File: src/rtl/mult_pkg.sv
// -----------------------------------------------------------------------------
// mult_pkg
//   Shared definitions for the shift-and-add integer multiplier:
//   - CS_W      : default width of the cs state-debug output
//   - state_e   : controller state encoding, visible on the cs port
//   - count_width(): width of the iteration counter for an N-bit operand
// -----------------------------------------------------------------------------
package mult_pkg;

    localparam int CS_W = 4;

    // Codes 6..15 are illegal; the controller recovers from them to IDLE.
    typedef enum logic [CS_W-1:0] {
        IDLE  = 4'd0,
        LOAD  = 4'd1,
        TEST  = 4'd2,
        ADD   = 4'd3,
        SHIFT = 4'd4,
        DONE  = 4'd5
    } state_e;

    // The counter must hold the value N itself, so it needs clog2(N+1) bits.
    function automatic int count_width(input int n);
        return $clog2(n + 1);
    endfunction

endpackage

File: src/rtl/integer_multiplier_dp.sv
// -----------------------------------------------------------------------------
// integer_multiplier_dp
//   Datapath of the shift-and-add multiplier. Holds the accumulator, the
//   shifted multiplicand (areg), the shifted multiplier (breg), the iteration
//   counter and the registered product. Driven by one-hot strobes from the
//   controller.
//
//   clk, rst        : clock, synchronous active-high reset
//   load_i          : clear acc, capture operands, count <= N
//   add_i           : acc += areg, then shift areg/breg and decrement count
//   shift_i         : shift areg/breg and decrement count, no accumulate
//   latch_i         : product <= acc
//   multiplicand_i  : operand A (N bits, unsigned)
//   multiplier_i    : operand B (N bits, unsigned)
//   product_o       : registered 2N-bit product
//   count_zero_o    : all N iterations have been performed
//   b_lsb_o         : current multiplier bit under test
// -----------------------------------------------------------------------------
module integer_multiplier_dp
    import mult_pkg::*;
#(
    parameter int N = 4
) (
    input  logic           clk,
    input  logic           rst,
    input  logic           load_i,
    input  logic           add_i,
    input  logic           shift_i,
    input  logic           latch_i,
    input  logic [N-1:0]   multiplicand_i,
    input  logic [N-1:0]   multiplier_i,
    output logic [2*N-1:0] product_o,
    output logic           count_zero_o,
    output logic           b_lsb_o
);

    localparam int CNT_W = count_width(N);

    logic [2*N-1:0]   acc_q,     acc_d;
    logic [2*N-1:0]   areg_q,    areg_d;
    logic [N-1:0]     breg_q,    breg_d;
    logic [CNT_W-1:0] count_q,   count_d;
    logic [2*N-1:0]   product_q, product_d;

    // NOTE: every combinational output is given its hold value first, so no
    // path through the branches below leaves a signal unassigned (no latch).
    always_comb begin
        acc_d     = acc_q;
        areg_d    = areg_q;
        breg_d    = breg_q;
        count_d   = count_q;
        product_d = product_q;

        if (load_i) begin
            acc_d   = '0;
            areg_d  = {{N{1'b0}}, multiplicand_i};
            breg_d  = multiplier_i;
            count_d = CNT_W'(N);
        end else if (add_i || shift_i) begin
            // acc never exceeds (2^N-1)^2, so the 2N-bit sum cannot overflow.
            if (add_i) begin
                acc_d = acc_q + areg_q;
            end
            areg_d  = areg_q << 1;
            breg_d  = breg_q >> 1;
            // The controller checks count==0 before every step, so no wrap.
            count_d = count_q - CNT_W'(1);
        end

        if (latch_i) begin
            product_d = acc_q;
        end
    end

    // NOTE: state registers use non-blocking assignments so all of them
    // update together from the values present before the edge.
    always_ff @(posedge clk) begin
        if (rst) begin
            acc_q     <= '0;
            areg_q    <= '0;
            breg_q    <= '0;
            count_q   <= '0;
            product_q <= '0;
        end else begin
            acc_q     <= acc_d;
            areg_q    <= areg_d;
            breg_q    <= breg_d;
            count_q   <= count_d;
            product_q <= product_d;
        end
    end

    assign product_o    = product_q;
    assign count_zero_o = (count_q == '0);
    assign b_lsb_o      = breg_q[0];

endmodule

File: src/rtl/integer_multiplier.sv
// -----------------------------------------------------------------------------
// integer_multiplier
//   Sequential unsigned shift-and-add multiplier with a go/done handshake.
//   Latency is fixed: done rises 2N+3 edges after (and including) the edge
//   that samples go=1. One operation is in flight at a time; only rst aborts.
//
//   clk           : clock, all state changes on the rising edge
//   rst           : synchronous active-high reset, priority over go
//   go            : start request, sampled in IDLE and DONE
//   multiplicand  : operand A (N bits), stable from go-sampling edge to LOAD
//   multiplier    : operand B (N bits), same stability window
//   product       : registered 2N-bit product, updated on entry to DONE
//   done          : high while in DONE
//   busy          : high in LOAD/TEST/ADD/SHIFT
//   cs            : current state code (see mult_pkg::state_e)
// -----------------------------------------------------------------------------
module integer_multiplier
    import mult_pkg::*;
#(
    parameter int N    = 4,
    parameter int CS_W = mult_pkg::CS_W
) (
    input  logic            clk,
    input  logic            rst,
    input  logic            go,
    input  logic [N-1:0]    multiplicand,
    input  logic [N-1:0]    multiplier,
    output logic [2*N-1:0]  product,
    output logic            done,
    output logic            busy,
    output logic [CS_W-1:0] cs
);

    state_e state_q, state_d;

    logic load, add, shift, latch;
    logic count_zero, b_lsb;

    // Next-state logic.
    always_comb begin
        state_d = IDLE;
        case (state_q)
            IDLE:    state_d = go ? LOAD : IDLE;
            LOAD:    state_d = TEST;
            TEST: begin
                if (count_zero) begin
                    state_d = DONE;
                end else if (b_lsb) begin
                    state_d = ADD;
                end else begin
                    state_d = SHIFT;
                end
            end
            ADD:     state_d = TEST;
            SHIFT:   state_d = TEST;
            DONE:    state_d = go ? LOAD : IDLE;
            default: state_d = IDLE;
        endcase
    end

    always_ff @(posedge clk) begin
        if (rst) begin
            state_q <= IDLE;
        end else begin
            state_q <= state_d;
        end
    end

    // Datapath strobes and status outputs are pure decodes of the state.
    always_comb begin
        load  = (state_q == LOAD);
        add   = (state_q == ADD);
        shift = (state_q == SHIFT);
        latch = (state_q == TEST) && count_zero;
        done  = (state_q == DONE);
        busy  = (state_q == LOAD) || (state_q == TEST) ||
                (state_q == ADD)  || (state_q == SHIFT);
    end

    assign cs = CS_W'(state_q);

    integer_multiplier_dp #(
        .N (N)
    ) u_dp (
        .clk            (clk),
        .rst            (rst),
        .load_i         (load),
        .add_i          (add),
        .shift_i        (shift),
        .latch_i        (latch),
        .multiplicand_i (multiplicand),
        .multiplier_i   (multiplier),
        .product_o      (product),
        .count_zero_o   (count_zero),
        .b_lsb_o        (b_lsb)
    );

endmodule

File: config.mk
export PLATFORM = sky130hd
export DESIGN_NAME = integer_multiplier
export DESIGN_NICKNAME = d
export VERILOG_FILES = /design/src/rtl/mult_pkg.sv /design/src/rtl/integer_multiplier_dp.sv /design/src/rtl/integer_multiplier.sv
export SDC_FILE = /design/constraint.sdc
export NUM_CORES = 1
export LEC_CHECK = 0
export ABC_AREA = 1
export BUFFER_PORTS_ARGS = -buffer_cell sky130_fd_sc_hd__buf_2
export CORE_ASPECT_RATIO = 1.75
export CORE_MARGIN = 10
export CORE_UTILIZATION = 45
export CTS_BUF_LIST = sky130_fd_sc_hd__clkbuf_8
export CTS_CLUSTER_DIAMETER = 200
export CTS_CLUSTER_SIZE = 28
export DETAILED_ROUTE_END_ITERATION = 16
export PLACE_DENSITY = 0.65
export SETUP_SLACK_MARGIN = 0.15
export SLEW_MARGIN = 20
export SYNTH_ARGS = -nofsm -noshare
export SYNTH_HDL_FRONTEND = slang
export SYNTH_HIERARCHICAL = 1
export SYNTH_SLANG_ARGS = --single-unit
File: constraint.sdc
create_clock -name clk -period 2.9 [get_ports clk]
set_input_delay 0.145 -clock clk [delete_from_list [all_inputs] [get_ports clk]]
set_output_delay 0.145 -clock clk [all_outputs]
set_load 0.05 [all_outputs]
# After elaboration in Yosys (flattened, before gate mapping)
# Cells that the tools add are included.
# classes
add_sub_neg,2
n_mul,0
n_div,0
order_cmp,0
eq_ne,5
n_shift,0
n_mux,10
bitwise_logic,0
reduce_logical,12
# op_table
op,count
$mux 4,4
$mux 3,4
$pmux 3 s3,1
$add 8x8->8,1
$eq 4x2->1 const B,2
$eq 4x3->1 const B,2
$eq 4x1->1 const B,1
$logic_not 4->1,1
$logic_or 1x1->1,4
$reduce_or 2->1,2
$logic_not 3->1,1
$reduce_or 3->1,1
$sub 3x1->3 const B,1
$reduce_and 2->1,1
$reduce_bool 2->1,1
$logic_and 1x1->1,1
$mux 1,1
# word_totals
register_bits,35
latchBits,0
ramBits,0
mem_bits_ro,0
input_bits,11
output_inout_bits,14
elab_cells,37
n_memories,0

# Depth between registers and ports, before layout
# logic_depth
ltp_word,4
ltp_mapped,11
ltp_nobuf,11

# Modules after synthesis
# The synthesis kept the hierarchy.
# modules_own_cells
module,n_inst,cells_per_inst,area_per_inst_um2,seq_area_each_um2
integer_multiplier_dp,1,213,1571.5,620.6
integer_multiplier,1,33,206.4,60.1

# Least setup slack after synthesis
# Ideal clock, no wire load.
# synth_path
path_type,reg2reg
start,"reg state_q[0], in the netlist cs[0]"
end,reg u_dp.breg_q[2]
setup_ps,122
t_arrival_ps,1640
required_time_ps,2778
path_slack_ps,1139
stages_incl_launch_ff,7
path_buffers,1
synth_period_minus_slack_ps,1761
cell_sequence,dfxtp_1 nand2_1 nor2_1 buf_2 nor2_1 nand2_1 a31oi_1
# synth_via
elab_cells_between_ends,6
cone_classes,eq/ne (3); mux (1); reduce/logical (2)
# synth_lines
element,line,rtl
from (decl),integer_multiplier.sv:34,"state_e state_q, state_d;"
from (signal assigned),integer_multiplier.sv:65,state_q <= state_d;
$eq 4x1->1 (*),integer_multiplier.sv:71,load = (state_q == LOAD);
named net load,integer_multiplier.sv:36,"logic load, add, shift, latch;"
$mux 4 / $reduce_bool 2->1 (equally long branches),-,
to (signal assigned),integer_multiplier_dp.sv:87,breg_q <= breg_d;
to (decl),integer_multiplier_dp.sv:41,"logic [N-1:0] breg_q, breg_d;"
# Mark *: on every way through the listed nets, which the timed path passes. The rest lies on a longest branch.
# A chain may end at the register's enable or synchronous reset.

# Final worst setup path
# layout_path
start,reg u_dp.count_q[0]
end,"reg u_dp.product_q[0], in the netlist u_dp/product_o[0]"
# layout_via
elab_chain_len,2
# layout_lines
element,line,rtl
from (decl),integer_multiplier_dp.sv:42,"logic [CNT_W-1:0] count_q, count_d;"
from (signal assigned),integer_multiplier_dp.sv:88,count_q <= count_d;
$logic_not 3->1,integer_multiplier_dp.sv:94,assign count_zero_o = (count_q == '0);
named net count_zero,integer_multiplier.sv:37,"logic count_zero, b_lsb;"
$logic_and 1x1->1,integer_multiplier.sv:74,latch = (state_q == TEST) && count_zero;
named net latch,integer_multiplier.sv:36,
to (signal assigned),integer_multiplier_dp.sv:89,product_q <= product_d;
to (decl),integer_multiplier_dp.sv:43,"logic [2*N-1:0] product_q, product_d;"
# The timed path passes the listed nets, and every way through them passes these cells.

==> summary.md <==
| Metric | Value |
|---|---|
| CP Class | reg -> reg |
| Max Clock Skew | ~0.0089 ns |
| Register area | roughly 680 um2 |
| Hold Crit Class | in -> reg |
| Top-area cell type share of the netlist area | 0.383 |
| Die Wd | a little under 70 um |
| Max Cap Viol | 0 |
| Syn_nets | 267 |
| DR vias/cell | roughly 5.0 |
| Power per Cell Area | 782 mW/mm2 |
| Final setup viols | 0 |
| Yosys top cell by area | dfxtp_1 |
| Post-CTS Setup Bufs | 0 |
| Peak supply drop | about 0.54 mV |
| Tcrit/Tclk final | 0.633 |
| Fin cells | 320 |
| Post-route ant nets | 0 |
| Worst skew pair latency | 0.29 ns |
| Worst-path clk slew | approximately 0.07 ns |
| Area growth syn-to-layout | 12.7% |
| I/O Buffers | 23 |
| Seq cells post-synth | 34 |
| Synth cell types | 32 |
| Core area | 0.00387 mm2 |
| Worst slew pin tran | between 0.5 and 0.6 ns |
| # fillers | just over 400 |
| Hold WS | 0.0984 ns |
| Area of the multi-input gates | around 900 um2 |
| Die H | 103 um |
| Critical Path Fanout Max | 10 |
| Fin crit period | 1.84 ns |
| Hold Startpoint | multiplier[3] |
| Syn Area/Cell | about 7.2 um2 |
| Fin. Hold Viols | 0 |
| Number of diodes | 0 |
| Relative slew slack | 0.662 |
| CTS resizes | 0 |
| Gr ovfl total | 0 |
| Via count | approximately 1600 |
| Nets | just under 300 |
| Share of cells above drive strength 1 | 0.176 |
| Initial Utilization | 0.460 |
| CTS max path bufs | 2 |
| Post-Place Cells | between 300 and 400 |
| Vias in the first global route | 1609 |
| Synthesis Warnings | 6 |
| I/O Pins | 25 |
| Initial antenna violation count | 0 |
| Total GRT Usage | 0.130 |
| Worst Setup End Kind | register |
| CP startpoint kind | register |
| RSZ-0062 raised after global routing | no |
| Seq/Total Area, Yosys | 0.383 |
| Synth area leaders | dfxtp_1, nand2_1, nor2_1, inv_1, ha_1 |
| Clk root buf | clkbuf_8 |
| Mapped cell area | ~0.0018 mm2 |
| Iter 0 DRT Violations | 50 |
| Worst EP arrival | 2.02 ns |
| Hold_buf cts | 0 |
| R2r setup slk | roughly 1.1 ns |
| H-tree lvl count | 2 |
| Largest net degree at the start of global routing | 17 |
| Dpl hpwl | between 3000 and 4000 um |
| Pins over their slew limit | 0 |
| Worst path required time | roughly 3 ns |
| CTS tree | done |
| Total CTS buffers | 5 |
| DRC Markers | 0 |
| Final WL | between 3000 and 4000 um |
| Cell count after synthesis | ~250 |
| TNS Setup | 0 ns |
| Post-DR wirelength/cell | roughly 12 um |
| FMAX | 544 MHz |
| Lkg Pwr | between 0.9 and 1 nW |
| First-pass GRT wire length | ~7000 um |
| Sink Count | 34 |
| GP Congestion | ~0.8 |
| Full die area | approximately 0.0070 mm2 |
| Status | completed |
| RR Startpoint | u_dp/count_q[0] |
| 1st-pass router iterations | 4 |
| Rows | 30 |
| Crit path launch | u_dp/count_q[0] |
==> synthesized netlist by cell type <==
master	n
o31ai_1	1
o21ai_0	15
or2_2	1
buf_6	3
a211oi_2	1
conb_1	1
nor3_1	2
ha_1	9
fa_1	1
a21oi_1	12
nand2_1	50
nand3b_1	4
inv_4	1
nor2_8	1
nor3_2	2
o21a_1	1
buf_4	1
a31oi_1	6
a21oi_2	1
buf_2	2
inv_2	4
nor2_2	3
clkbuf_1	1
or2_1	2
xnor2_1	2
nand3_1	14
o211ai_1	2
nor2_4	1
inv_1	32
dfxtp_1	34
nor2_1	35
o21ai_1	1
==> final timing paths <==
kind | end | cells after the start
worst min-delay path | u_dp/breg_q[3] | 3
worst min register to register | u_dp/breg_q[3] | 2
worst max-delay path | u_dp/product_o[0] | 9
worst max register to register | u_dp/product_o[0] | 9
==> critical path, cell delays in order, from the launching register on <==
cell and delay, ns:
dfxtp_1 0.32, inv_1 0.08, ha_1 0.14, inv_1 0.03, nor2_1 0.13, inv_1 0.07, nor2_1 0.41, inv_1 0.26
nor2_1 0.21, nor2_1 0.07
==> logic make-up (layout without fill, tap and decap cells) <==
family          count (synthesis)  count (layout)  synth area share
buf+inv                        44              70             0.110
simple gates                  115             115             0.291
xor+xnor                        2               2           0.00985
compound gates                 40              40             0.129
fa+ha+maj                      10              10            0.0746
other cells                     1               1           0.00211
flops                          34              34             0.383
==> where the power goes <==
group,leakage [nW],switching [mW],internal (mW)
Combinational,0.656,0.440,0.174
Clock,0.0493,0.178,0.166
Sequential,0.276,0.0605,0.550
==> registers in the layout, indices dropped and copies added (netlist names) <==
register / flops
cs: 3
u_dp/product_o: 8
u_dp/areg_q: 8
u_dp/count_q: 3
u_dp/breg_q: 4
u_dp/acc_q: 8
==> cells in the final DEF, fill, tap and decap left out, types with 2 or more instances in the layout <==
cell type | synthesis | final
nand2_1 | 50 | 50
nor2_1 | 35 | 35
dfxtp_1 | 34 | 34
inv_1 | 32 | 33
buf_2 | 2 | 23
o21ai_0 | 15 | 15
nand3_1 | 14 | 14
a21oi_1 | 12 | 12
ha_1 | 9 | 9
a31oi_1 | 6 | 6
clkbuf_8 | 0 | 5
inv_2 | 4 | 4
nand3b_1 | 4 | 4
nor3_2 | 2 | 3
nor2_2 | 3 | 3
or2_1 | 2 | 2
o211ai_1 | 2 | 2
xnor2_1 | 2 | 2
buf_4 | 1 | 2
==> per-stage QoR <==
stage | util | total power [mW] | worst slack, ns | area, um2
2_1_floorplan | - | 1.10 | 1.14 | 1780
3_3_place_gp | 0.496 | 1.24 | 1.00 | 1920
3_5_place_dp | 0.496 | 1.24 | 1.05 | 1920
4_1_cts | 0.518 | 1.59 | 1.02 | 2000
5_1_grt | 0.518 | 1.68 | 0.822 | 2000
6_report | 0.518 | 1.57 | 1.06 | 2000
==> final cells by class <==
cell class / count / share of cell area
Clock inverter: 3 / 0.00874
Sequential cell: 34 / 0.340
Tap cell: 48 / 0.0300
Multi-Input combinational cell: 168 / 0.452
Clock buffer: 5 / 0.0343
Inverter: 37 / 0.0705
Timing Repair Buffer: 25 / 0.0649
==> per-layer routing <==
metal | global-route usage | share of wire | wire, um
met3 | 0.0348 | 0.034 | 135
met5 | 0 | 0 | 0
met4 | 0.0603 | 0.017 | 67
met2 | 0.239 | 0.57 | 2220
met1 | 0.127 | 0.38 | 1510
Note: power is estimated with default switching activity, not from simulation.
